===== src/rtl/proc_pkg.sv =====
// proc_pkg: shared state and entry types for the memory fetch path.
// Entry widths follow the default ADDR_W/DATA_W of mem_fetch_unit.
package proc_pkg;

  localparam int FETCH_ADDR_W = 5;
  localparam int FETCH_DATA_W = 16;

  typedef enum logic [1:0] {
    IDLE,
    FETCH,
    DRAIN,
    DONE
  } fetch_state_t;

  typedef struct packed {
    logic [FETCH_DATA_W-1:0] data;
    logic [FETCH_ADDR_W-1:0] addr;
  } fetch_entry_t;

endpackage


===== src/rtl/fetch_fifo.sv =====
// fetch_fifo: small synchronous FIFO of fetch entries.
// Head output comes straight from storage and read-pointer registers.
module fetch_fifo
  import proc_pkg::*;
#(
  parameter int DEPTH = 4,
  localparam int PW = $clog2(DEPTH),
  localparam int CW = PW + 1
) (
  input  logic         clk,
  input  logic         reset,
  input  logic         push,
  input  logic         pop,
  input  logic         flush,
  input  fetch_entry_t wdata,
  output fetch_entry_t head,
  output logic [CW-1:0] count,
  output logic         empty,
  output logic         full
);

  fetch_entry_t    mem [DEPTH];
  logic [PW-1:0]   rd_ptr;
  logic [PW-1:0]   wr_ptr;
  logic            do_pop;
  logic            do_push;

  assign empty   = (count == '0);
  assign full    = (count == CW'(DEPTH));
  assign do_pop  = pop & ~empty;
  // A pop at full frees the slot the push lands in.
  assign do_push = push & (~full | do_pop);
  assign head    = mem[rd_ptr];

  always_ff @(posedge clk or posedge reset) begin
    if (reset) begin
      rd_ptr <= '0;
      wr_ptr <= '0;
      count  <= '0;
      for (int i = 0; i < DEPTH; i++) begin
        mem[i] <= '0;
      end
    end else if (flush) begin
      rd_ptr <= '0;
      wr_ptr <= '0;
      count  <= '0;
    end else begin
      if (do_push) begin
        mem[wr_ptr] <= wdata;
        wr_ptr      <= wr_ptr + 1'b1;
      end
      if (do_pop) begin
        rd_ptr <= rd_ptr + 1'b1;
      end
      count <= count + CW'(do_push) - CW'(do_pop);
    end
  end

endmodule


===== src/rtl/mem_fetch_unit.sv =====
// mem_fetch_unit: credit-based sequential fetch from a sync memory.
// MEM_FETCH_JUMP_EN adds the jmp_valid/jmp_addr redirect path.
module mem_fetch_unit
  import proc_pkg::*;
#(
  parameter int ADDR_W    = FETCH_ADDR_W,
  parameter int DATA_W    = FETCH_DATA_W,
  parameter int DEPTH     = 4,
  parameter int LAST_ADDR = 31
) (
  input  logic              clk,
  input  logic              reset,
  input  logic              start,
  output logic [ADDR_W-1:0] addr,
  output logic              mem_rd,
  input  logic [DATA_W-1:0] DIN,
  output logic [DATA_W-1:0] instr,
  output logic [ADDR_W-1:0] instr_addr,
  output logic              instr_valid,
  input  logic              instr_ready,
  output logic              busy,
  output logic              done
`ifdef MEM_FETCH_JUMP_EN
  ,
  input  logic              jmp_valid,
  input  logic [ADDR_W-1:0] jmp_addr
`endif
);

  localparam int CW = $clog2(DEPTH) + 1;
  localparam logic [ADDR_W-1:0] LAST = ADDR_W'(LAST_ADDR);

  fetch_state_t      state;
  fetch_state_t      state_nx;
  logic [CW-1:0]     count;
  logic [CW-1:0]     count_pp;
  logic              empty;
  logic              full;
  logic              pop;
  logic              push;
  logic              credit;
  logic              inflight;
  logic              epoch;
  logic              rd_epoch;
  logic              jmp_take;
  logic              start_take;
  logic [ADDR_W-1:0] jmp_target;
  logic [ADDR_W-1:0] rd_addr;
  fetch_entry_t      wdata;
  fetch_entry_t      head;

`ifdef MEM_FETCH_JUMP_EN
  assign jmp_take   = jmp_valid &
                      ((state == FETCH) | (state == DRAIN));
  assign jmp_target = jmp_addr;
`else
  assign jmp_take   = 1'b0;
  assign jmp_target = '0;
`endif

  fetch_fifo #(
    .DEPTH (DEPTH)
  ) u_fifo (
    .clk   (clk),
    .reset (reset),
    .push  (push),
    .pop   (pop),
    .flush (jmp_take),
    .wdata (wdata),
    .head  (head),
    .count (count),
    .empty (empty),
    .full  (full)
  );

  assign wdata.data  = DIN;
  assign wdata.addr  = rd_addr;
  assign instr       = head.data;
  assign instr_addr  = head.addr;
  assign instr_valid = ~empty;
  assign busy        = (state == FETCH) | (state == DRAIN);
  assign done        = (state == DONE);

  always_comb begin
    pop        = instr_valid & instr_ready;
    count_pp   = count - CW'(pop);
    credit     = (count_pp + CW'(inflight)) < CW'(DEPTH);
    mem_rd     = (state == FETCH) & credit & ~(full & ~pop);
    // Responses tagged with an old epoch were overtaken by a jump.
    push       = inflight & (rd_epoch == epoch);
    start_take = start & ((state == IDLE) | (state == DONE));
  end

  always_comb begin
    state_nx = state;
    unique case (state)
      IDLE, DONE: if (start) state_nx = FETCH;
      FETCH: if (mem_rd && addr == LAST) state_nx = DRAIN;
      DRAIN: if (!inflight && count_pp == '0) state_nx = DONE;
      default: state_nx = IDLE;
    endcase
    if (jmp_take) state_nx = FETCH;
  end

  always_ff @(posedge clk or posedge reset) begin
    if (reset) begin
      state    <= IDLE;
      addr     <= '0;
      inflight <= 1'b0;
      rd_addr  <= '0;
      rd_epoch <= 1'b0;
      epoch    <= 1'b0;
    end else begin
      state    <= state_nx;
      inflight <= mem_rd;
      if (mem_rd) begin
        rd_addr  <= addr;
        rd_epoch <= epoch;
      end
      if (jmp_take) epoch <= ~epoch;
      if (jmp_take) addr <= jmp_target;
      else if (start_take) addr <= '0;
      else if (mem_rd && addr != LAST) addr <= addr + 1'b1;
    end
  end

endmodule


===== config.mk =====
export PLATFORM = sky130hd
export DESIGN_NAME = mem_fetch_unit
export DESIGN_NICKNAME = d
export VERILOG_FILES = /design/src/rtl/proc_pkg.sv /design/src/rtl/fetch_fifo.sv /design/src/rtl/mem_fetch_unit.sv
export SDC_FILE = /design/constraint.sdc
export NUM_CORES = 1
export LEC_CHECK = 0
export CORE_ASPECT_RATIO = 1.5
export CORE_MARGIN = 2
export CORE_UTILIZATION = 40
export DETAILED_ROUTE_END_ITERATION = 8
export PLACE_DENSITY_LB_ADDON = 0.25
export RECOVER_POWER = 100
export SKIP_LAST_GASP = 1
export SLEW_MARGIN = 25
export SYNTH_ARGS = -nofsm -noshare
export SYNTH_HDL_FRONTEND = slang
export SYNTH_SLANG_ARGS = --single-unit
export TNS_END_PERCENT = 5

===== constraint.sdc =====
create_clock -name clk -period 8.8 [get_ports clk]
set_input_delay 1.76 -clock clk [delete_from_list [all_inputs] [get_ports clk]]
set_output_delay 1.76 -clock clk [all_outputs]
set_load 0.1 [all_outputs]

* Yosys cells after proc, flatten, opt, wreduce, memory -nomap -nowiden
Index checks and enable logic that the tools add are counted. Widths: inputs -> output; s select.
Cells by class: add/subtract/negate cells 7, $lt $le $gt $ge 4, equal/unequal tests 9, multiplexer cells 12, bitwise logic cells 16, reductions and logical operators 11
Operator list (number):
- $bwmux 84 | 1
- $mux 21 | 3
- $bmux 21 s2 | 1
- $demux 21 s2 | 1
- $mux 5 | 2
- $and 1x1->1 | 7
- $add 3x1->3 | 2
- $ge 3x3->1 const B | 2
- $logic_not 3->1 | 2
- $mux 2 | 3
- $not 2->3 | 2
- $pmux 2 s3 | 1
- $sub 3x1->3 | 2
- $add 5x1->5 const B | 1
- $eq 5x5->1 const B | 1
- $ne 5x5->1 const B | 1
- $add 2x1->2 const B | 2
- $eq 2x2->1 const B | 2
- $logic_and 1x1->1 | 4
- $ne 2x1->1 const B | 2
- $not 1->1 | 4
- $eq 3x3->1 const B | 1
- $lt 3x1->1 const B | 1
- $lt 3x3->1 const B | 1
- 8 further kinds | 10
Word-level totals: bits in registers 104

* Depth between registers and ports, before layout
Gate-level depths: netlist of the first run.
depth in word-level cells 11, mapped depth 10, gate-level depth less buffers 10

* Cells and area by module
A second synthesis of the first run with hierarchy kept.
Second synthesis, totals: cells, all modules 317, area, all modules 4887.2 µm²
By module, submodules not included:
- fetch_fifo | instances 1, cells an instance 252, area each 4112.7 µm²
- mem_fetch_unit | instances 1, cells an instance 65, area each 774.5 µm²

* Worst setup path after synthesis of the first run
OpenSTA, ideal clock, no wires.
path kind input to output, start point input instr_ready, end point output mem_rd, arrival 3.727 ns, required time 7.040 ns, setup slack 3.313 ns, stages 7, buffers on the path 0, cell sequence and2_1 ha_1 inv_1 ha_1 nand3b_1 xnor2_2 nor2_2
Between the ends: cells in the longest elaborated chain, start to end 6, elaborated cells on any way between the ends 9, those cells by class add/sub (2); order compare (1); bitwise (6)
Ends and longest elaborated chain:
- from (decl) | RTL line mem_fetch_unit.sv:20 | input logic instr_ready,
- $and 1x1->1 * | RTL line mem_fetch_unit.sv:85 | pop = instr_valid & instr_ready;
- $sub 3x1->3 | RTL line mem_fetch_unit.sv:86 | count_pp = count - CW'(pop);
- $add 3x1->3 | RTL line mem_fetch_unit.sv:87 | credit = (count_pp + CW'(inflight)) < CW'(DEPTH);
- $lt 3x3->1 | RTL line mem_fetch_unit.sv:87
- $and 1x1->1 | RTL line mem_fetch_unit.sv:88 | mem_rd = (state == FETCH) & credit & ~(full & ~pop);
- $and 1x1->1 * | RTL line mem_fetch_unit.sv:88
- to (decl) | RTL line mem_fetch_unit.sv:15 | output logic mem_rd,
Every way passes the cells marked *; elsewhere a longest branch is shown, timed or not.

* Worst setup path in the final report of the first run
Same ends and word-level chain as after synthesis.

==> results_dict.tcl, run 1 <==
set metrics [dict create \
    r2r_end "addr[1]" \
    holdBufCountCts 0 \
    worstPathArrival_ps 5120 \
    cts_setup_buffers 0 \
    grt_util_all_layers 0.149 \
    slew_viol_final 24 \
    clock-sinks 104 \
    cp_slowest_cell "dlygate4sd3_1" \
    hold_viol_final 0 \
    drive_above_1_share 0.360 \
    dieArea_um2 12700 \
    critical_path.startpoint "instr_ready" \
    drt-wirelength-per-cell_um 17.6 \
    overflow 0 \
    vias 2606 \
    cp-start-kind "input pin" \
    period_needed_ps 6880 \
    diodes 0 \
    gp_congestion 0.769 \
    maxSlewHeadroom -0.00635 \
    post_cts_resized 0 \
    regArea_um2 2600 \
    nNetsFinal 377 \
    grt_max_degree 78 \
    violations "max-capacitance violations, max-slew violations" \
    hp-class "reg2reg" \
    yosys_warnings 0 \
    tns_ps 0 \
    cp-endpoint "mem_rd" \
    hpwl_mm 5.55 \
    timing.final.ws_setup_ps 1920 \
    setup.worst_path.end_class "primary output" \
    grt_pass1_vias 2801 \
    row_count 48 \
    fill_cells 1026 \
    max_slew.worst_pin.slew_ps 1510 \
    cp.required_ps 7040 \
    status "complete, but fails checks" \
    finalSetupViolations 0 \
    synth_cells 295 \
    timing.reg2reg.setup_slack_ps 5990 \
    ios 50 \
    multi_input_area_um2 1960 \
    core_area_um2 11500 \
    start_util 0.411 \
    fin_util 0.484 \
    m1WireLength_mm 3.66 \
    grt_first_pass_wirelength_mm 14.4 \
    root_buffer "clkbuf_16" \
    dr.pass1.iters 6 \
    antenna_found_initial 0 \
    wl_met3_um 380 \
    drt-initial-drc-count 73 \
    clk_pin_slew_ps 70 \
    syn-num-nets 330 \
    place_ws_ps 2160 \
    route.detailed.drc 0 \
    fin_skew_ps 8.28 \
    maxCapViolCount 1 \
    r2r_start "u_fifo.count[2]" \
    ant_nets 0 \
    totalWireLength_mm 8.77 \
    synth.yosys.seq_area_share 0.550 \
    htree_levels 3 \
    critPathMaxFanout 7 \
    rsz0062_at_grt "no" \
    synth.avg_cell_area_um2 16.0 \
    post-route-period-util 0.782 \
    area_growth_pct 18.0 \
    cts_tree "built" \
    top_layer_used "met4" \
    final_cell_mix "dfrtp_1 (103), mux2_2 (85), dlygate4sd3_1 (31)" \
    die_y_um 137 \
    placed_cells 481 \
    r2r_cells 10 \
    clockBufferDepth 2 \
    synth_cell_types 35 \
    cts_inserted_buffers 9 \
    path_class "in2out" \
    final_common_cell "dfrtp_1" \
    io_buffers 49 \
    fmax_mhz 145 \
    netlist_area_um2 4730 \
    fin_cells 497 \
    critPathMaxStageDelay_ps 1280 \
    via_per_inst 5.24 \
    clk_latency_ps 340 \
    crit_chain "dlygate4sd3_1, and2_0, ha_1, inv_1, ha_1, nand3b_1, xnor2_1, nor2_1, dlygate4sd3_1" \
    die-width_um 92.8 \
    dr_wl_met2_mm 4.63 \
    ys_seq_elements 104 \
]
## worst min-delay path by stage
stage | startpoint | endpoint | slack [ps] | cells after the start
2_1_floorplan | u_fifo.mem[46] | u_fifo.mem[46] | 460 | 1
5_1_grt | u_fifo.mem[20] | u_fifo.mem[20] | 510 | 1
3_3_place_gp | u_fifo.mem[51] | u_fifo.mem[51] | 470 | 1
4_1_cts | u_fifo.mem[52] | u_fifo.mem[52] | 500 | 1
3_5_place_dp | u_fifo.mem[52] | u_fifo.mem[52] | 480 | 1
6_report | u_fifo.mem[52] | u_fifo.mem[52] | 490 | 1
## Yosys cell counts (all sizes together)
library cell  instances  share of area
inv                  10         0.0079
dfrtp               104           0.55
and3                  1         0.0013
nor4                  1         0.0026
nand2b                1         0.0013
nor3                  1         0.0034
o21ai                 2         0.0021
mux2                 89           0.21
or2b                  1         0.0019
and2                  1         0.0013
nor2                  1         0.0013
a21oi                 5         0.0053
xnor2                 8          0.016
nand2                 6         0.0069
nor4b                 2         0.0050
mux2i                 4         0.0085
o41ai                 1         0.0019
or3                   1         0.0013
buf                  12          0.017
nand3b                1         0.0016
ha                   14          0.037
clkbuf                2         0.0016
o211ai                1         0.0016
mux4                 21           0.10
nand3                 1         0.0011
xor2                  2         0.0053
nor2b                 1         0.0013
fa                    1         0.0042
## registers in the layout, summed over array words and instances, names as in the netlist
register / flops
rd_addr: 5
addr: 5
u_fifo.mem: 84
state: 2
u_fifo.count: 3
inflight: 1
u_fifo.wr_ptr: 2
u_fifo.rd_ptr: 2
## layout make-up
type,instances,area share
sequential,104,0.466
multi-input combinational,167,0.352
timing repair buffer,50,0.0898
clock buffer,11,0.0417
tap,150,0.0336
clock inverter,5,0.0103
inverter,10,0.00694
## logic make-up after synthesis
logic type / synth area share
DFF: 0.550
muxes: 0.320
AOI/OAI and AO/OA: 0.0108
buffers and inverters: 0.0262
adders and majority gates: 0.0412
and+or+nand+nor: 0.0304
xor gates and xnor gates: 0.0217
## per-stage QoR
stage / hold WS (ps) / cell area, um^2
after global routing: 514 / 5590
after floorplan: 459 / 4730
after CTS: 496 / 5630
after global placement: 468 / 5340
after detailed placement: 480 / 5340
final: 489 / 5590
## layer usage
metal,vias up,track usage
met1,1389,0.184
met4,0,0.0515
met5,-,0
met2,46,0.253
li1,1163,-
met3,8,0.0399
## critical path: cells and delay by family
| kind | cells | cell delay [ps] |
|---|---|---|
| XOR/XNOR | 1 | 200 |
| adder cells (fa/ha/maj) | 2 | 500 |
| buffers and inverters | 3 | 1910 |
| AND/OR/NAND/NOR | 3 | 740 |
Power of run 1 is left out: the tool's default activity adds up to more than one toggle a clock period on the data nets, which glitch-free logic cannot reach.
==> inputs of run 2 (changes only) <==
- clock period: 8.8 -> 7.1 ns (I/O delays scaled with it)
==> run 2 against run 1 <==
Effect of this change: the run ends with max-capacitance violations left; register-to-register slack worse by 1800 ps; final cell count stayed put; sequential share of layout area is 0.61 points lower; first-iteration DRC count is 51% higher; die area stayed put; via count is 1.4% lower; global-route usage is 0.21 points higher; critical path depth stayed put; clock skew hardly changed; wire length is 0.51% lower; critical path type unchanged.
==> results_dict.tcl, run 2 (synthesis results as in run 1) <==
set metrics [dict create \
    drt-initial-drc-count 110 \
    grt_pass1_vias 2876 \
    clk_latency_ps 340 \
    top_register "u_fifo.mem" \
    start_util 0.411 \
    critical_path.startpoint "instr_ready" \
    hold_viol_final 0 \
    critPathMaxStageDelay_ps 920 \
    cpMostUsedCell "ha_1" \
    cp-start-kind "input pin" \
    route.detailed.drc 0 \
    fmax_mhz 171 \
    fill_cells 1033 \
    period_needed_ps 5830 \
    root_buffer "clkbuf_16" \
    holdBufCountCts 0 \
    fin_skew_ps 8.19 \
    grt_max_degree 85 \
    htree_levels 3 \
    r2r_cells 10 \
    ant_nets 0 \
    clock-sinks 104 \
    core_area_um2 11500 \
    hpwl_mm 5.54 \
    rsz0062_at_grt "no" \
    grt_first_pass_wirelength_mm 14.6 \
    die-width_um 92.8 \
    finalSetupViolations 0 \
    violations "max-capacitance violations" \
    antenna_found_initial 0 \
    cts_inserted_buffers 9 \
    hp-class "reg2reg" \
    cp.required_ps 5680 \
    maxCapViolCount 1 \
    path_class "in2out" \
    gp_congestion 0.760 \
    ios 50 \
    nNetsFinal 377 \
    io_buffers 49 \
    cp_slowest_cell "clkbuf_1" \
    largest_register_ffs 84 \
    overflow 0 \
    clockBufferDepth 2 \
    die_y_um 137 \
    top_regs "u_fifo.mem (84), addr (5), rd_addr (5)" \
    dieArea_um2 12700 \
    critPathMaxFanout 7 \
    totalWireLength_mm 8.73 \
    hp-start "u_fifo.mem[53]" \
    maxSlewHeadroom 0.00556 \
    vias 2570 \
    post_cts_resized 0 \
    worstPathArrival_ps 4410 \
    final_cell_mix "dfrtp_1 (103), mux2_2 (85), dlygate4sd3_1 (30)" \
    via_per_inst 5.17 \
    drive_above_1_share 0.363 \
    max_slew.worst_pin.slew_ps 1490 \
    row_count 48 \
    status "complete, but fails checks" \
    cts_setup_buffers 0 \
    postPlaceCellArea_um2 5340 \
    crit_chain "dlygate4sd3_1, and2_0, ha_1, inv_1, ha_1, nand3b_1, xnor2_1, nor2_1, clkbuf_1" \
    dr.pass1.iters 4 \
    grt_util_all_layers 0.151 \
    tns_ps 0 \
    setup.worst_path.end_class "primary output" \
    hold_depth 1 \
    final_common_cell "dfrtp_1" \
    clk_pin_slew_ps 70 \
    diodes 0 \
    slew_viol_final 0 \
    design_area_um2 5660 \
    fin_util 0.491 \
    r2r_start "u_fifo.count[2]" \
    area_growth_pct 19.6 \
    post-route-period-util 0.821 \
    cts_tree "built" \
    drt-wirelength-per-cell_um 17.6 \
]
[run 2: cell types whose count changed in the layout (fill, tap and decap cells not counted), sizes merged]
cell / before / now
bufinv: 1 / 4
clkbuf: 11 / 12
clkinv: 1 / 0
clkinvlp: 4 / 2
dlygate4sd3: 31 / 30
[run 2: final timing paths]
path | to | slack (ps)
worst max-delay path | mem_rd | 1270
worst min-delay path | u_fifo.mem[53] | 490
worst max register to register | addr[4] | 4220
worst min register to register | u_fifo.mem[53] | 490
max in group asynchronous | u_fifo.rd_ptr[1] | 4220
min in group asynchronous | u_fifo.mem[47] | 1680
[run 2: metal layers]
metal / vias up / global-route usage / part of all wire
met1: 1358 / 0.184 / 0.41
met3: 9 / 0.0367 / 0.041
met4: 0 / 0.0621 / 0.012
li1: 1161 / - / -
met5: - / 0 / 0
met2: 42 / 0.256 / 0.53
[run 2: layout make-up]
class	instances	area, um^2	area share
repair buffers	50	495	0.0875
multi-input cells	167	1960	0.347
clock buffers	11	243	0.0429
well taps	150	188	0.0332
flip-flops and latches	104	2600	0.460
inverters	10	38.8	0.00685
clock inverters	5	128	0.0225
[run 2: per-stage QoR]
| stage | hold WS [ps] | std cells | setup slack [ps] |
|---|---|---|---|
| finish | 493 | 497 | 1270 |
| global route | 509 | 497 | 1020 |
| CTS | 497 | 497 | 1990 |
| detailed placement | 481 | 481 | 1990 |
| global placement | 468 | 481 | 2050 |
| floorplan | 459 | 295 | 2290 |
[run 2: worst max-delay path, delay by kind of cell]
kind	cells	cell delay [ps]
adder cells (fa/ha/maj)	2	490
buffers and inverters	3	1530
XOR/XNOR	1	210
AND/OR/NAND/NOR	3	750
Power of run 2 is left out for the same reason.
==> inputs of run 3 (changes only) <==
- clock period: 7.1 -> 5.85 ns (I/O delays scaled with it)
==> run 3 against run 2 <==
Effect of this change: the run ends with max-capacitance violations, max-slew violations left; count of clock-buffer cells in the layout is the same; wire length rose by 0.77%; hold slack hardly changed; first-iteration DRC count is 53% lower; sequential share of layout area rose by 0.65 points; setup slack got worse by 410 ps; critical path depth did not move; register-to-register slack worse by 1100 ps; die area stayed put; non-clock buffer count up 1; critical path type unchanged.
==> results_dict.tcl, run 3 (synthesis results as in run 1) <==
set metrics [dict create \
    maxCapViolCount 2 \
    post-route-period-util 0.853 \
    critical_path.startpoint "instr_ready" \
    grt.busiest_layer "met2" \
    cts_inserted_buffers 9 \
    via_per_inst 5.11 \
    drt-initial-drc-count 52 \
    vias 2539 \
    post_cts_resized 0 \
    clk_pin_slew_ps 60 \
    tns_ps 0 \
    hold_end "u_fifo.mem[51]" \
    timing.reg2reg.setup_slack_ps 3080 \
    die-width_um 92.8 \
    clk_latency_ps 340 \
    die_y_um 137 \
    maxSlewHeadroom -0.901 \
    fmax_mhz 200 \
    drt-wirelength-per-cell_um 17.7 \
    final_common_cell "dfrtp_1" \
    nNetsFinal 378 \
    grtUsageMet1 0.180 \
    grt_first_pass_wirelength_mm 14.7 \
    hpwl_mm 5.68 \
    top_register "u_fifo.mem" \
    max_slew.worst_pin.slew_ps 2840 \
    place_ws_ps 1220 \
    grt_use_met3 0.0268 \
    hp-start "u_fifo.mem[51]" \
    cts_setup_buffers 0 \
    clockBufferDepth 2 \
    htree_levels 3 \
    hold_viol_final 0 \
    path_class "in2out" \
    setup.worst_path.end_class "primary output" \
    grt.met2_usage 0.267 \
    totalWireLength_mm 8.79 \
    worstPathArrival_ps 3820 \
    ant_nets 0 \
    rsz0062_at_grt "no" \
    violations "max-capacitance violations, max-slew violations" \
    core_area_um2 11500 \
    route.detailed.drc 0 \
    r2r_cells 9 \
    r2r_start "u_fifo.count[2]" \
    timing.final.ws_setup_ps 861 \
    dr.pass1.iters 4 \
    slew_viol_final 89 \
    cp.required_ps 4680 \
    holdBufCountCts 0 \
    final_cell_mix "dfrtp_1 (104), mux2_2 (85), dlygate4sd3_1 (30)" \
    cp-start-kind "input pin" \
    grt_max_degree 65 \
    grt_pass1_vias 2885 \
    root_buffer "clkbuf_16" \
    diodes 0 \
    period_needed_ps 4990 \
    top_regs "u_fifo.mem (84), addr (5), rd_addr (5)" \
    hold_depth 1 \
    finalSetupViolations 0 \
    io_buffers 49 \
    status "complete, but fails checks" \
    r2r_end "rd_addr[1]" \
    cts_tree "built" \
    antenna_found_initial 0 \
    hp-class "reg2reg" \
    clock-sinks 104 \
    ios 50 \
    grt_util_all_layers 0.152 \
    largest_register_ffs 84 \
    start_util 0.411 \
    row_count 48 \
    overflow 0 \
    area_growth_pct 17.8 \
    dieArea_um2 12700 \
    fin_skew_ps 6.43 \
    critPathMaxFanout 7 \
    gp_congestion 0.756 \
    drive_above_1_share 0.363 \
]
## run 3: changes by cell type in the layout (fill, tap and decap cells not counted)
cell / before / now
buf_4: 0 / 1
buf_6: 1 / 0
bufinv_16: 4 / 1
clkbuf_1: 2 / 1
clkbuf_2: 0 / 2
clkinv_2: 0 / 3
clkinvlp_4: 1 / 0
dfrtp_1: 103 / 104
dfrtp_2: 1 / 0
## run 3: routing by layer
| layer | wire length [um] | share of wire |
|---|---|---|
| met1 | 3580 | 0.41 |
| met2 | 4710 | 0.54 |
| met3 | 296 | 0.034 |
| met4 | 196 | 0.022 |
| met5 | 0 | 0 |
## run 3: through the flow
| stage | hold slack (ps) | area (um^2) | util | cells |
|---|---|---|---|---|
| after floorplan | 459 | 4730 | - | 295 |
| after global placement | 471 | 5340 | 0.463 | 482 |
| after detailed placement | 485 | 5340 | 0.463 | 482 |
| after CTS | 499 | 5630 | 0.488 | 497 |
| after global routing | 509 | 5580 | 0.484 | 497 |
| final | 493 | 5580 | 0.484 | 497 |
## run 3: how the worst max path moves through the flow
stage          endpoint  slack [ps]  cells after the start
2_1_floorplan    mem_rd        1410                      8
3_3_place_gp     mem_rd        1300                      9
3_5_place_dp     mem_rd        1220                      9
4_1_cts          mem_rd        1230                      9
5_1_grt          mem_rd         670                      9
6_report         mem_rd         860                      9
## run 3: final cells by class
class                   count  area [um^2]
multi-input cells         167         1960
flip-flops and latches    104         2600
fillers                  1033         5950
repair buffers             51          498
clock buffers              11          243
well taps                 150          188
inverters                  10         38.8
clock inverters             4         45.0
## run 3: critical path, cell delays in order
cell and delay [ps]:
dlygate4sd3_1 550, and2_0 210, ha_1 200, inv_1 70, ha_1 290, nand3b_1 90, xnor2_1 200, nor2_1 470
clkbuf_2 560
Power of run 3 is left out for the same reason.
